==> config.mk <==
export PLATFORM = sky130hd
export DESIGN_NAME = cdb_arbiter_flat
export DESIGN_NICKNAME = d
export VERILOG_FILES = /design/src/rtl/cdb_arbiter_if.sv /design/src/rtl/cdb_arbiter.sv /design/src/flat_wrapper.sv
export SDC_FILE = /design/constraint.sdc
export NUM_CORES = 1
export LEC_CHECK = 0
export ABC_AREA = 1
export ABC_CLOCK_PERIOD_IN_PS = 4400
export CAP_MARGIN = 30
export CORE_ASPECT_RATIO = 1.1
export CORE_MARGIN = 4
export CORE_UTILIZATION = 40
export DETAILED_ROUTE_END_ITERATION = 8
export DONT_BUFFER_PORTS = 1
export GPL_ROUTABILITY_DRIVEN = 0
export HOLD_SLACK_MARGIN = 0.08
export PLACE_DENSITY = 0.53
export SLEW_MARGIN = 40
export SYNTH_ARGS = -nofsm -noshare
export SYNTH_HDL_FRONTEND = slang
export SYNTH_SLANG_ARGS = --single-unit
==> constraint.sdc <==
create_clock -name clk -period 4.4 [get_ports clk]
set_clock_uncertainty 0.2 [all_clocks]
set_input_delay 1.1 -clock clk [delete_from_list [all_inputs] [get_ports clk]]
set_output_delay 1.1 -clock clk [all_outputs]
set_load 0.05 [all_outputs]
==> src/rtl/cdb_arbiter_if.sv <==
// -----------------------------------------------------------------------------
// cdb_arbiter_if
//   Bundles the producer request side and the two common-data-bus lanes of
//   cdb_arbiter.
//
//   req_valid  [4]          per-producer result present (0=ALU0,1=ALU1,2=LD0,3=LD1)
//   req_tag    [4*TAG_W]    producer i tag in [i*TAG_W +: TAG_W]; tag 0 = none
//   req_value  [4*DATA_W]   producer i value in [i*DATA_W +: DATA_W]
//   req_ready  [4]          producer i holding FIFO can accept
//   cdb_tag0/1, cdb_value0/1  registered broadcast lanes; tag 0 = idle
//
//   master: producers + lane consumers.  slave: the arbiter.
// -----------------------------------------------------------------------------
interface cdb_arbiter_if #(
    parameter int TAG_W  = 5,
    parameter int DATA_W = 32
);
    logic [3:0]          req_valid;
    logic [4*TAG_W-1:0]  req_tag;
    logic [4*DATA_W-1:0] req_value;
    logic [3:0]          req_ready;
    logic [TAG_W-1:0]    cdb_tag0;
    logic [DATA_W-1:0]   cdb_value0;
    logic [TAG_W-1:0]    cdb_tag1;
    logic [DATA_W-1:0]   cdb_value1;

    modport master (
        output req_valid, req_tag, req_value,
        input  req_ready, cdb_tag0, cdb_value0, cdb_tag1, cdb_value1
    );

    modport slave (
        input  req_valid, req_tag, req_value,
        output req_ready, cdb_tag0, cdb_value0, cdb_tag1, cdb_value1
    );
endinterface

==> src/rtl/cdb_arbiter.sv <==
// -----------------------------------------------------------------------------
// cdb_arbiter
//   Shares two result broadcast lanes among four producers (ALU0, ALU1, LD0,
//   LD1). Each producer owns a DEPTH-entry holding FIFO; every cycle a 2-bit
//   round-robin scan grants up to two non-empty FIFO heads onto the lanes,
//   which are registered and read 0 (tag and value) when idle.
//
//   clk    rising-edge clock
//   rst    asynchronous, active-low reset
//   flush  synchronous squash of all queued results and of both lanes
//   bus    cdb_arbiter_if.slave: producer requests/ready and lane outputs
// -----------------------------------------------------------------------------
module cdb_arbiter #(
    parameter int TAG_W  = 5,
    parameter int DATA_W = 32,
    parameter int DEPTH  = 2
) (
    input  logic         clk,
    input  logic         rst,
    input  logic         flush,
    cdb_arbiter_if.slave bus
);
    localparam int NREQ  = 4;
    localparam int PTR_W = $clog2(DEPTH);
    localparam int CNT_W = PTR_W + 1;

    typedef struct packed {
        logic [TAG_W-1:0]  tag;
        logic [DATA_W-1:0] value;
    } entry_t;

    entry_t           mem_q    [NREQ][DEPTH];
    logic [PTR_W-1:0] wr_ptr_q [NREQ];
    logic [PTR_W-1:0] wr_ptr_d [NREQ];
    logic [PTR_W-1:0] rd_ptr_q [NREQ];
    logic [PTR_W-1:0] rd_ptr_d [NREQ];
    logic [CNT_W-1:0] count_q  [NREQ];
    logic [CNT_W-1:0] count_d  [NREQ];

    logic [NREQ-1:0]  ready;
    logic [NREQ-1:0]  elig;
    logic [NREQ-1:0]  push;
    logic [NREQ-1:0]  pop;

    logic [1:0]       rr_q, rr_d;
    logic             g0_v, g1_v;
    logic [1:0]       g0_idx, g1_idx;
    logic [1:0]       scan;

    entry_t           lane0_q, lane0_d;
    entry_t           lane1_q, lane1_d;

    // Per-FIFO status. Ready looks only at the registered count, so a full
    // FIFO stays not-ready in the cycle it pops. Flush blocks every push.
    // NOTE: every signal driven in always_comb gets a value before any
    // conditional logic; a path that leaves one unassigned infers a latch.
    always_comb begin
        ready = '0;
        elig  = '0;
        push  = '0;
        for (int i = 0; i < NREQ; i++) begin
            ready[i] = (count_q[i] < CNT_W'(DEPTH));
            elig[i]  = (count_q[i] != '0);
            push[i]  = bus.req_valid[i] && ready[i] && !flush
                       && (bus.req_tag[i*TAG_W +: TAG_W] != '0);
        end
    end

    assign bus.req_ready = ready;

    // Round-robin scan starting at rr_q: first eligible takes lane 0, second
    // takes lane 1. Each index appears once in the scan, so one requester can
    // never hold both lanes.
    always_comb begin
        g0_v   = 1'b0;
        g1_v   = 1'b0;
        g0_idx = '0;
        g1_idx = '0;
        scan   = '0;
        for (int k = 0; k < NREQ; k++) begin
            scan = rr_q + 2'(k);
            if (elig[scan]) begin
                if (!g0_v) begin
                    g0_v   = 1'b1;
                    g0_idx = scan;
                end else if (!g1_v) begin
                    g1_v   = 1'b1;
                    g1_idx = scan;
                end
            end
        end
    end

    always_comb begin
        pop = '0;
        for (int i = 0; i < NREQ; i++) begin
            pop[i] = !flush && ((g0_v && (g0_idx == 2'(i))) ||
                                (g1_v && (g1_idx == 2'(i))));
        end
    end

    // Next state for pointers, counts, rr and the lane registers.
    always_comb begin
        for (int i = 0; i < NREQ; i++) begin
            wr_ptr_d[i] = wr_ptr_q[i] + PTR_W'(push[i]);
            rd_ptr_d[i] = rd_ptr_q[i] + PTR_W'(pop[i]);
            count_d[i]  = count_q[i] + CNT_W'(push[i]) - CNT_W'(pop[i]);
        end

        rr_d = rr_q;
        if (g1_v) begin
            rr_d = g1_idx + 2'd1;
        end else if (g0_v) begin
            rr_d = g0_idx + 2'd1;
        end

        lane0_d = g0_v ? mem_q[g0_idx][rd_ptr_q[g0_idx]] : '0;
        lane1_d = g1_v ? mem_q[g1_idx][rd_ptr_q[g1_idx]] : '0;

        if (flush) begin
            for (int i = 0; i < NREQ; i++) begin
                wr_ptr_d[i] = '0;
                rd_ptr_d[i] = '0;
                count_d[i]  = '0;
            end
            rr_d    = '0;
            lane0_d = '0;
            lane1_d = '0;
        end
    end

    // NOTE: FIFO storage has no reset; an entry is only ever read when the
    // count says it was written, so clearing it would buy nothing.
    always_ff @(posedge clk) begin
        for (int i = 0; i < NREQ; i++) begin
            if (push[i]) begin
                mem_q[i][wr_ptr_q[i]] <= '{tag:   bus.req_tag[i*TAG_W +: TAG_W],
                                          value: bus.req_value[i*DATA_W +: DATA_W]};
            end
        end
    end

    // NOTE: state registers use non-blocking assignment so every flop samples
    // pre-edge values regardless of process evaluation order.
    always_ff @(posedge clk or negedge rst) begin
        if (!rst) begin
            for (int i = 0; i < NREQ; i++) begin
                wr_ptr_q[i] <= '0;
                rd_ptr_q[i] <= '0;
                count_q[i]  <= '0;
            end
            rr_q    <= '0;
            lane0_q <= '0;
            lane1_q <= '0;
        end else begin
            for (int i = 0; i < NREQ; i++) begin
                wr_ptr_q[i] <= wr_ptr_d[i];
                rd_ptr_q[i] <= rd_ptr_d[i];
                count_q[i]  <= count_d[i];
            end
            rr_q    <= rr_d;
            lane0_q <= lane0_d;
            lane1_q <= lane1_d;
        end
    end

    assign bus.cdb_tag0   = lane0_q.tag;
    assign bus.cdb_value0 = lane0_q.value;
    assign bus.cdb_tag1   = lane1_q.tag;
    assign bus.cdb_value1 = lane1_q.value;

endmodule

==> src/flat_wrapper.sv <==
// flat-port wrapper written by rule: the top's interface ports become plain ports
module cdb_arbiter_flat 
#(
    parameter int TAG_W  = 5,
    parameter int DATA_W = 32,
    parameter int DEPTH  = 2
)
  (clk, rst, flush, bus_req_valid, bus_req_tag, bus_req_value, bus_req_ready, bus_cdb_tag0, bus_cdb_value0, bus_cdb_tag1, bus_cdb_value1);
  cdb_arbiter_if #(.TAG_W(TAG_W), .DATA_W(DATA_W)) bus_i ();
  input  logic clk;
  input  logic rst;
  input  logic flush;
  input wire logic [$bits(bus_i.req_valid)-1:0] bus_req_valid;
  input wire logic [$bits(bus_i.req_tag)-1:0] bus_req_tag;
  input wire logic [$bits(bus_i.req_value)-1:0] bus_req_value;
  output wire logic [$bits(bus_i.req_ready)-1:0] bus_req_ready;
  output wire logic [$bits(bus_i.cdb_tag0)-1:0] bus_cdb_tag0;
  output wire logic [$bits(bus_i.cdb_value0)-1:0] bus_cdb_value0;
  output wire logic [$bits(bus_i.cdb_tag1)-1:0] bus_cdb_tag1;
  output wire logic [$bits(bus_i.cdb_value1)-1:0] bus_cdb_value1;
  assign bus_i.req_valid = bus_req_valid;
  assign bus_i.req_tag = bus_req_tag;
  assign bus_i.req_value = bus_req_value;
  assign bus_req_ready = bus_i.req_ready;
  assign bus_cdb_tag0 = bus_i.cdb_tag0;
  assign bus_cdb_value0 = bus_i.cdb_value0;
  assign bus_cdb_tag1 = bus_i.cdb_tag1;
  assign bus_cdb_value1 = bus_i.cdb_value1;
  cdb_arbiter #(.TAG_W(TAG_W), .DATA_W(DATA_W), .DEPTH(DEPTH)) u_core (.clk(clk), .rst(rst), .flush(flush), .bus(bus_i));
endmodule
Word-level counts from Yosys, hierarchy flattened
Memory sizes are Yosys's and may differ from the RTL's.
Index checks and enable logic that the tools add are counted.
{"block": "op_classes", "addsub": 21, "magnitude_cmp": 20, "eq_ne": 6, "mux": 71, "bitwise": 8, "reduce_logical": 44}
{"operator": "$mux 37", "n": 14}
{"operator": "$mux 74", "n": 4}
{"operator": "$demux 37 s1", "n": 4}
{"operator": "$mux 2", "n": 18}
{"operator": "$logic_and 1x1->1", "n": 28}
{"operator": "$mux 1", "n": 22}
{"operator": "$reduce_bool 5->1", "n": 4}
{"operator": "$bmux 1 s2", "n": 6}
{"operator": "$ge 2x2->1 const B", "n": 6}
{"operator": "$lt 2x3->1 const B", "n": 4}
{"operator": "$not 1->2", "n": 6}
{"operator": "$add 1x1->1", "n": 8}
{"operator": "$add 2x1->2", "n": 4}
{"operator": "$eq 2x2->1 const B", "n": 4}
{"operator": "$lt 2x1->1 const B", "n": 4}
{"operator": "$lt 2x2->1 const B", "n": 4}
{"operator": "$mux 4", "n": 2}
{"operator": "$mux 8", "n": 1}
{"operator": "$reduce_bool 2->1", "n": 4}
{"operator": "$sub 2x1->2", "n": 4}
{"operator": "$add 2x1->2 const B", "n": 3}
{"operator": "$ge 3x3->1 const B", "n": 2}
{"operator": "$not 2->3", "n": 2}
{"operator": "$add 2x2->2 const B", "n": 2}
{"operator": "other kinds (5)", "n": 10}
{"block": "word_totals", "ff_bits": 92, "ram_bits": 296, "in_bits": 155, "out_inout_bits": 78, "word_cells": 188, "n_memories": 1}
{"memory": "u_core.mem_q", "depth": 4, "width": 74, "read_ports": 2, "rd_clocked_by_memory_dff": 0, "write_ports": 4, "line": "cdb_arbiter.sv:32", "rtl": "entry_t mem_q [NREQ][DEPTH];"}

Logic depth before layout (Yosys ltp)
Gate-level depths: netlist of run 1.
{"block": "depth", "word_depth": 22, "ltp_mapped": 24, "depth_no_buf": 21}

Worst setup path before layout of run 1
No wires, ideal clock.
{"block": "synth_path", "path_type": "reg-to-reg", "from": "reg u_core.rr_q[0]", "to": "reg u_core.count_q[1] in the netlist's numbering", "setup_time_ns": 0.132, "t_arrival_ns": 2.844, "t_required_ns": 4.068, "path_slack_ns": 1.224, "stages_incl_launch_ff": 25, "n_path_buf": 4, "period_less_slack_ns": 3.176, "cell_sequence": "dfrtp_1 -> buf_6 -> inv_6 -> nand2_1 -> nand3_1 -> nand2_1 -> ha_1 -> inv_1 -> nand2_1 -> nand2_1 -> nand2_1 -> nand2_1 -> nand2_2 -> nand2_2 -> buf_6 -> buf_6 -> buf_4 -> o22ai_1 -> nand2_1 -> inv_1 -> ha_1 -> inv_1 -> ha_1 -> xor2_1 -> nor2_1"}
{"element": "start, declared", "line": "cdb_arbiter.sv:45", "rtl": "logic [1:0] rr_q, rr_d;"}
{"element": "start signal, assigned", "line": "cdb_arbiter.sv:161", "rtl": "rr_q <= rr_d;"}
{"element": "end signal, assigned by index", "line": "cdb_arbiter.sv:159", "rtl": "count_q[i] <= count_d[i];"}
{"element": "end, declared", "line": "cdb_arbiter.sv:37", "rtl": "logic [CNT_W-1:0] count_q [NREQ];"}

==> impl_metrics.toml, run 1 <==
[route]
ant_nets = 0
wire_per_inst_um = 21.62
first_pass_iters = 6
via_count = 16600
drt_iter0_drc = 1593
wl_mm = 68.01
drcViolationCount = 0
viasPerCell = 5.277

[finish]
fillers = 4875
mostFrequentLayoutCell = "nand2_1"
nets = 2618
area_delta_synth_final_pct = 10.37
layout_common_cells = "960 x nand2_1, 351 x nand3_1, 296 x edfxtp_1"
final_core_util_pct = 44.84
drive_above_1_share_pct = 6.162

[worst_setup_path]
cp-end-kind = "register"
r2r_start = "u_core.rr_q[0]"
reg2regPathDepth = 17
path_max_fanout = 38
worstPathRequired_ps = 4670
ff2ff_setup_slack_ps = 500
startpoint = "u_core.rr_q[0]"
r2r_end = "u_core.bus.cdb_value1[17]"
critPathCapture = "u_core.bus.cdb_value1[17]"
cp-start-kind = "register"
critical_path_arrival_ps = 4170
crit_type = "reg -> reg"

[logic_synthesis]
syn-num-nets = 2687
ys_top_cells_by_area = "edfxtp_1 43%, nand2_1 18%, dfrtp_1 11%, nand3_1 8.6%, inv_1 5.3%"
synthCells = 2514
synth.yosys.seq_area_share_pct = 54.70
yosysTopAreaCell = "edfxtp_1"
synthDistinctLibCells = 30
yosys.area.top_type_share_pct = 43.45
syn-mean-instance-area_sq_um = 8.138
synth_warnings = 0
synth-seq-cells = 388
syn_area_sq_um = 20460

[sta]
hold_viol = 0
finalCritPeriodShare_pct = 88.71
setup_viol_count_final = 0
tightest_slew_ps = 866.1
whs_ps = 281.1
relSlewSlack_pct = 42.26
slew_violations = 0
rsz0062_at_grt = "no"
fmax_mhz = 256.2
timing.setup.tns_ps = 0
period_minus_slack_ps = 3903

[floorplanning]
dieWidth_um = 223.6
initial_core_util_pct = 40.63
dieArea_sq_um = 54830
core_sq_um = 50360
io_pins = 233
rows = 86
die_h_um = 245.2

[global_route]
grtUsageMet3_pct = 6.148
grt_use_total_pct = 24.13
antenna_found_initial = 3
grt_max_degree = 129
busiest_layer = "met2"
use_met1_pct = 31.35
grtUsageMet2_pct = 39.48
grt_overflow = 0
grt_first_pass_wirelength_mm = 100.9
grt_pass1_vias = 15780

[clocking]
cts_tree = "yes"
clkSinkCount = 388
htreeDepth = 2
clock_path_buffers = 3
cts_setup_buffers = 0
ctsResizeCount = 0
cts_buffers = 46
path_clk_slew_ps = 70
postCtsHoldBufs = 1
root_buffer = "clkbuf_16"
clk_latency_ps = 610

[placed_design]
port_buffers = 0
dp_hpwl_mm = 40.30

[flow_run]
max_cap_violations = 0

[status]
status = "finished clean"

[worst_hold_path]
hold_path.class = "in -> async"
## through the flow
stage | instances | setup slack, ps | area [sq um]
finish | 3145 | 496.6 | 22580
global route | 3145 | 220.8 | 22580
CTS | 3143 | 540.7 | 22570
detailed placement | 3056 | 550.5 | 20980
global placement | 3056 | 479.8 | 20980
floorplan | 2514 | 1224 | 20460
## per-layer routing
layer,part of all wire [%],vias up
li1,-,7792
met1,41,7931
met2,47,736
met3,8.7,134
met4,3.6,4
met5,0.040,-
## state kept, by name, indices dropped and copies added, names as in the netlist
signal	count
u_core.mem_q	296
u_core.bus.cdb_value0	32
u_core.bus.cdb_value1	32
u_core.count_q	8
u_core.bus.cdb_tag0	5
u_core.bus.cdb_tag1	5
u_core.rd_ptr_q	4
u_core.wr_ptr_q	4
u_core.rr_q	2
## layout make-up
cell class	count	area [sq um]	share of cell area, %
clock buffer	52	1184	5.242
sequential	388	11190	49.56
tap	660	825.8	3.657
multi-input combinational	1673	7441	32.95
timing repair buffer	36	419.2	1.856
inverter	300	1134	5.021
clock inverter	34	380.4	1.685
antenna	2	5.005	0.02217
## critical path, cell delays in order (launching register included)
cell and delay, ps:
dfrtp_1 740, inv_6 90, nand2_1 100, nand2_2 90, nand3_1 130, nand2_2 120, nand2_2 120, nand2_1 90
nor2_2 220, nand2_1 140, nand2_4 100, buf_4 440, nand3_1 200, nand2_4 480, buf_12 300, nand2_1 70
nand2_1 70, nor2_1 50
## cell families after synthesis
kind of cell,count (synthesis),synth area share (%)
fa+ha+maj,18,1.101
xor+xnor,8,0.3425
buf+inv,453,9.577
compound gates,18,0.4893
simple gates,1629,33.79
flops,388,54.70
## cells in the mapped netlist
library cell,n
a21oi_1,5
buf_1,11
buf_2,68
buf_4,15
buf_6,15
clkbuf_1,44
clkinv_1,7
dfrtp_1,92
edfxtp_1,296
ha_1,18
inv_1,288
inv_2,4
inv_6,1
nand2_1,964
nand2_2,12
nand2_4,1
nand3_1,352
nand3b_1,74
nand4_1,4
nor2_1,213
nor2_2,2
nor2_4,3
nor3_1,4
o211ai_1,1
o21ai_0,8
o21ai_1,2
o21bai_2,1
o22ai_1,1
xnor2_1,4
xor2_1,4
## worst min-delay path by stage
stage	start	end	slack, ps	depth (start not counted)
after detailed placement	u_core.rd_ptr_q[1]	u_core.rd_ptr_q[1]	300	1
after floorplan	u_core.rd_ptr_q[1]	u_core.rd_ptr_q[1]	260	1
after CTS	rst	u_core.bus.cdb_tag0[4]	280	1
after global routing	rst	u_core.bus.cdb_value1[7]	300	1
after global placement	u_core.rd_ptr_q[1]	u_core.rd_ptr_q[1]	290	1
final	rst	u_core.bus.cdb_tag0[4]	280	1
Power of run 1 is left out: the tool's default activity adds up to more than one toggle a clock period on the data nets, which glitch-free logic cannot reach.
==> inputs of run 2 (changes only) <==
CTS_CLUSTER_DIAMETER = 60   (was default)
==> run 2 against run 1 <==
The run now ends with DRC left. Maximum frequency is 0.17% higher. Global-route usage hardly changed. Final cell count hardly changed. Register-to-register slack hardly changed. Hold slack better by 16 ps. Setup slack better by 6.7 ps. Non-clock buffer count stayed put. Routed wire length hardly changed. Critical path depth stayed put. Via count is 0.35% lower. Sequential share of layout area hardly changed. Flip-flop and latch count stayed put. Critical endpoint unchanged.
==> impl_metrics.toml, run 2 (synthesis results as in run 1) <==
[status]
status = "finished with violations"
violations = "DRC"

[floorplanning]
dieArea_sq_um = 54830
initial_core_util_pct = 40.63
core_sq_um = 50360
die_h_um = 245.2
dieWidth_um = 223.6
rows = 86
io_pins = 233

[route]
ant_nets = 0
viasPerCell = 5.255
drt_iter0_drc = 1574
via_count = 16540
first_pass_iters = 9
drcViolationCount = 4
wl_mm = 68.07
wire_per_inst_um = 21.63

[sta]
setup_viol_count_final = 0
relSlewSlack_pct = 39.15
hold_viol = 0
period_minus_slack_ps = 3897
fmax_mhz = 256.6
timing.final.ws_setup_ps = 503.3
rsz0062_at_grt = "no"
tightest_slew_ps = 912.8
finalCritPeriodShare_pct = 88.56
slew_violations = 0
timing.setup.tns_ps = 0

[clocking]
cts_buffers = 47
ctsResizeCount = 0
cts_tree = "yes"
clkSinkCount = 388
clk_latency_ps = 590
clock_path_buffers = 3
path_clk_slew_ps = 70
htreeDepth = 2
root_buffer = "clkbuf_16"
cts_setup_buffers = 0

[worst_setup_path]
r2r_end = "u_core.bus.cdb_value1[17]"
slowest_delay_ps = 740
crit_path_cell_trace = "inv_6 -> nand2_1 -> nand2_2 -> nand3_1 -> nand2_2 -> nand2_2 -> nand2_1 -> nor2_2 -> nand2_1 -> nand2_4 -> buf_4 -> nand3_1 -> nand2_4 -> buf_12 -> nand2_1 -> nand2_1 -> nor2_1"
cp.depth = 17
path_delay_family = "simple AND/OR/NAND/NOR gates"
reg2regPathDepth = 17
crit_type = "reg -> reg"
path_buf_inv = 3
cp-end-kind = "register"
path_max_fanout = 38
startpoint = "u_core.rr_q[0]"
worstPathRequired_ps = 4670
ff2ff_setup_slack_ps = 500
cp-start-kind = "register"
slowest_stage = "dfrtp_1"
critPathCapture = "u_core.bus.cdb_value1[17]"
critical_path_arrival_ps = 4160
r2r_start = "u_core.rr_q[0]"
cpMostUsedCell = "nand2_1"

[finish]
stdcell_count = 3147
area_delta_synth_final_pct = 10.32
layout_common_cells = "960 x nand2_1, 351 x nand3_1, 296 x edfxtp_1"
largest_reg_flops = 296
mostFrequentLayoutCell = "nand2_1"
drive_above_1_share_pct = 6.197
nets = 2619

[global_route]
grt_overflow = 0
grt_max_degree = 129
use_met1_pct = 31.26
antenna_found_initial = 4
grt_use_total_pct = 24.10
busiest_layer = "met2"
grt_pass1_vias = 15810
grt_first_pass_wirelength_mm = 100.8
grtUsageMet2_pct = 39.55
grtUsageMet3_pct = 5.789

[worst_hold_path]
hold_path.class = "in -> async"

[placed_design]
port_buffers = 0
dp_hpwl_mm = 40.30
pre_cts_slack_ps = 550.5
post-place-cells = 3056

[flow_run]
max_cap_violations = 0
run 2: cell types whose count changed in the layout (fill, tap and decap cells not counted):
cell and delta:
clkbuf_1 +3, clkinv_4 +1, clkbuf_16 +2, clkinv_1 -2
inv_6 -1, clkinvlp_4 +3, clkinv_2 -2, bufinv_16 -3
clkbuf_8 +1
run 2: layout make-up:
cell class                 instances  area, sq um
sequential                       388        11190
tap                              660        825.8
inverter                         300         1134
timing repair buffer              36        419.2
antenna                            2        5.005
clock buffer                      58         1259
clock inverter                    30        295.3
fill                            4899        27790
multi-input combinational       1673         7441
run 2: per-stage QoR:
stage                     area (sq um)  utilization, %  hold slack [ps]
final                            22570           44.82            296.7
after global routing             22570           44.82            303.5
after CTS                        22560           44.81            281.9
after detailed placement         20980           41.67            297.1
after global placement           20980           41.66            292.1
after floorplan                  20460               -            255.7
run 2: worst min-delay path by stage:
| stage | from | endpoint | slack, ps | depth (start not counted) |
|---|---|---|---|---|
| 2_1_floorplan | u_core.rd_ptr_q[1] | u_core.rd_ptr_q[1] | 260 | 1 |
| 3_3_place_gp | u_core.rd_ptr_q[1] | u_core.rd_ptr_q[1] | 290 | 1 |
| 5_1_grt | rst | u_core.bus.cdb_value1[7] | 300 | 1 |
| 6_report | rst | u_core.bus.cdb_tag0[4] | 300 | 1 |
| 3_5_place_dp | u_core.rd_ptr_q[1] | u_core.rd_ptr_q[1] | 300 | 1 |
| 4_1_cts | rst | u_core.bus.cdb_tag0[4] | 280 | 1 |
run 2: layer usage:
metal  up-vias  routed length [um]
li1       7794                   -
met1      7889               27960
met2       707               31820
met3       143                5865
met4         6                2373
met5         -                  47
run 2: what timing repair did:
| action | in CTS | in global routing |
|---|---|---|
| endpoints found under the setup margin | 0 | 0 |
| hold endpoints to repair | 92 | 0 |
| hold buffers | 1 | 0 |
Power of run 2 is left out for the same reason.
==> inputs of run 3 (changes only) <==
ABC_AREA = 0   (was 1)
==> run 3 against run 2 <==
The run now ends clean. Clock-buffer cell count is 4 lower. Maximum frequency is 1.8% higher. Critical path depth stayed put. Core utilization is 0.42 points higher. Routed wire length is 26% lower. Die area is 14% lower. Cell area is 13% lower. First-iteration DRC count is 45% lower. Non-clock buffer count is 4 lower. Register-to-register slack better by 70 ps. Synthesized cell count is 45% lower.
==> impl_metrics.toml, run 3 <==
[status]
status = "finished clean"

[logic_synthesis]
yosysTopAreaCell = "edfxtp_1"
synth_warnings = 0
yosys.area.top_type_share_pct = 50.90
synthCells = 1385
syn-num-nets = 1558
synth.most_common_cell = "edfxtp_1"
syn-mean-instance-area_sq_um = 12.61
synthArstFlopShare_pct = 23.71
ys_top_cells_by_area = "edfxtp_1 51%, dfrtp_1 13%, mux2_2 4.9%, o211ai_1 4.1%, nand2_1 3.4%"
syn_area_sq_um = 17460
synth.yosys.seq_area_share_pct = 64.08
synth_flop_cell = "edfxtp_1"
synthDistinctLibCells = 58
yosys-top-cells-count = "296 x edfxtp_1, 156 x nand2_1, 98 x a21oi_1"
synth_edf_count = 296
synth-seq-cells = 388

[route]
drt_iter0_drc = 871
via_count = 11210
dr_wl_met3_mm = 3.989
drcViolationCount = 0
ant_nets = 0
wl_mm = 50.42
met1_length_mm = 20.13
highest_layer = "met5"
viasPerCell = 5.721
first_pass_iters = 5
wl_met2_mm = 24.79
wire_per_inst_um = 25.72

[placed_design]
pre_cts_slack_ps = 616.1
dp_hpwl_mm = 31.80
post-place-cells = 1879
port_buffers = 0

[sta]
slew_violations = 0
period_minus_slack_ps = 3829
relSlewSlack_pct = 43.20
setup_viol_count_final = 0
timing.final.ws_setup_ps = 571.1
rsz0062_at_grt = "no"
fmax_mhz = 261.2
tightest_slew_ps = 851.9
hold_viol = 0
timing.setup.tns_ps = 0
finalCritPeriodShare_pct = 87.02

[worst_setup_path]
cp-start-kind = "register"
critical_path_arrival_ps = 4080
path_max_fanout = 14
path_buf_inv = 3
cpMostUsedCell = "ha_1"
crit_path_cell_trace = "buf_4 -> o21ai_0 -> o21ai_0 -> a21o_1 -> ha_1 -> inv_1 -> a32oi_1 -> a21oi_1 -> or2_2 -> or2_2 -> o32ai_2 -> ha_1 -> inv_1 -> ha_1 -> xnor2_1 -> xnor2_1 -> nor2_1"
crit_type = "reg -> reg"
worstPathRequired_ps = 4650
slowest_stage = "dfrtp_1"
slowest_delay_ps = 580
cp-end-kind = "register"
path_delay_family = "compound AO/OA/AOI/OAI gates"

[power_and_ir_drop]
p_per_area_nw_per_um2 = 783.9
peakVddDrop_mv = 0.8131
power.leakage_nw = 6.636

[floorplanning]
rows = 80
core_sq_um = 43240
dieArea_sq_um = 47070
initial_core_util_pct = 40.38
die_h_um = 227.1
dieWidth_um = 207.2
io_pins = 233

[clocking]
path_clk_slew_ps = 60
htreeDepth = 2
clkSinkCount = 388
clk_latency_ps = 560
clock_path_buffers = 3
cts_tree = "yes"
root_buffer = "clkbuf_16"
cts_buffers = 43
ctsResizeCount = 0

[global_route]
grt_overflow = 0
grt_max_degree = 186
grt_first_pass_wirelength_mm = 73.70
antenna_found_initial = 3
grt_use_total_pct = 20.79
grt_pass1_vias = 11490

[flow_run]
max_cap_violations = 0

[finish]
fillers = 3875
stdcell_count = 1960
nets = 1524
layout_common_cells = "296 x edfxtp_1, 156 x nand2_1, 98 x a21oi_1"
drive_above_1_share_pct = 18.05
area_delta_synth_final_pct = 12.02
mostFrequentLayoutCell = "edfxtp_1"
largest_reg_flops = 296

[worst_hold_path]
hold_path.class = "in -> async"
## run 3: cell count changes after synthesis, moves of 76 or more
cell	change
mux2_2	+76
nand3_1	-276
a21oi_1	+93
inv_1	-270
o211ai_1	+95
nand2_1	-808
nor2_1	-153
## run 3: final timing paths
check / startpoint / to / slack (ps) / cells after the start
setup / recovery: u_core.rr_q[1] / u_core.count_q[5] / 570 / 17
hold / removal: rst / u_core.bus.cdb_value1[0] / 270 / 1
setup reg to reg: u_core.rr_q[1] / u_core.count_q[5] / 570 / 17
hold reg to reg: u_core.wr_ptr_q[0] / u_core.wr_ptr_q[0] / 450 / 3
max in group asynchronous: rst / u_core.rd_ptr_q[1] / 3290 / 1
min in group clk: flush / u_core.count_q[0] / 400 / 1
## run 3: logic make-up (layout without fill, tap and decap cells)
kind of cell / after synthesis / count (layout) / synth area share [%]
other: 0 / 1 / 0
and+or+nand+nor: 410 / 410 / 11.06
muxes: 118 / 118 / 7.308
adders and majority gates: 18 / 18 / 1.290
DFF: 388 / 388 / 64.08
xor gates and xnor gates: 9 / 9 / 0.4514
AOI/OAI and AO/OA: 313 / 313 / 12.33
buffers and inverters: 129 / 129 / 3.482
## run 3: metrics by stage
step,utilization [%],hold slack [ps],area [sq um],total power (W)
floorplan,-,395.6,17460,0.01003
global placement,41.69,432.7,18030,0.01166
detailed placement,41.78,447.5,18070,0.01172
CTS,45.20,274.1,19550,0.01546
global route,45.23,287.2,19560,0.01614
finish,45.24,269.7,19560,0.01533
## run 3: per-layer routing
metal  up-vias  track usage (%)
met5         -                0
met4         6            6.207
met3        91            6.836
met2       399            35.57
met1      5643            25.40
li1       5074                -
## run 3: where the power goes
part | internal, W | leakage (nW) | switching [W]
clock network | 0.00221 | 0.707 | 0.00147
logic | 0.00189 | 1.99 | 0.00387
registers | 0.00447 | 3.94 | 0.00142
total | 0.00857 | 6.64 | 0.00676
## run 3: worst register-to-register path, stage by stage (launching register included)
cell     delay, ps
dfrtp_1        580
buf_4          270
o21ai_0        160
o21ai_0        140
a21o_1         170
ha_1           180
inv_1           50
a32oi_1        160
a21oi_1         80
or2_2          340
or2_2          330
o32ai_2        230
ha_1           300
inv_1           60
ha_1           150
xnor2_1        130
xnor2_1        140
nor2_1          50
## run 3: cell type report
class | instances | area [sq um] | area share (%)
Clock inverter | 25 | 261.5 | 1.337
Inverter | 18 | 67.56 | 0.3454
Tap cell | 574 | 718.2 | 3.671
Antenna cell | 1 | 2.502 | 0.01279
Timing Repair Buffer | 32 | 355.3 | 1.817
Multi-Input combinational cell | 868 | 5761 | 29.45
Sequential cell | 388 | 11210 | 57.29
Clock buffer | 54 | 1190 | 6.083
## run 3: repair_timing
| item | 4_1_cts | 5_1_grt |
|---|---|---|
| setup buffers | 0 | 0 |
| hold buffers | 1 | 0 |
| hold endpoints to repair | 92 | 0 |
Power figures use the tool's default switching activity.
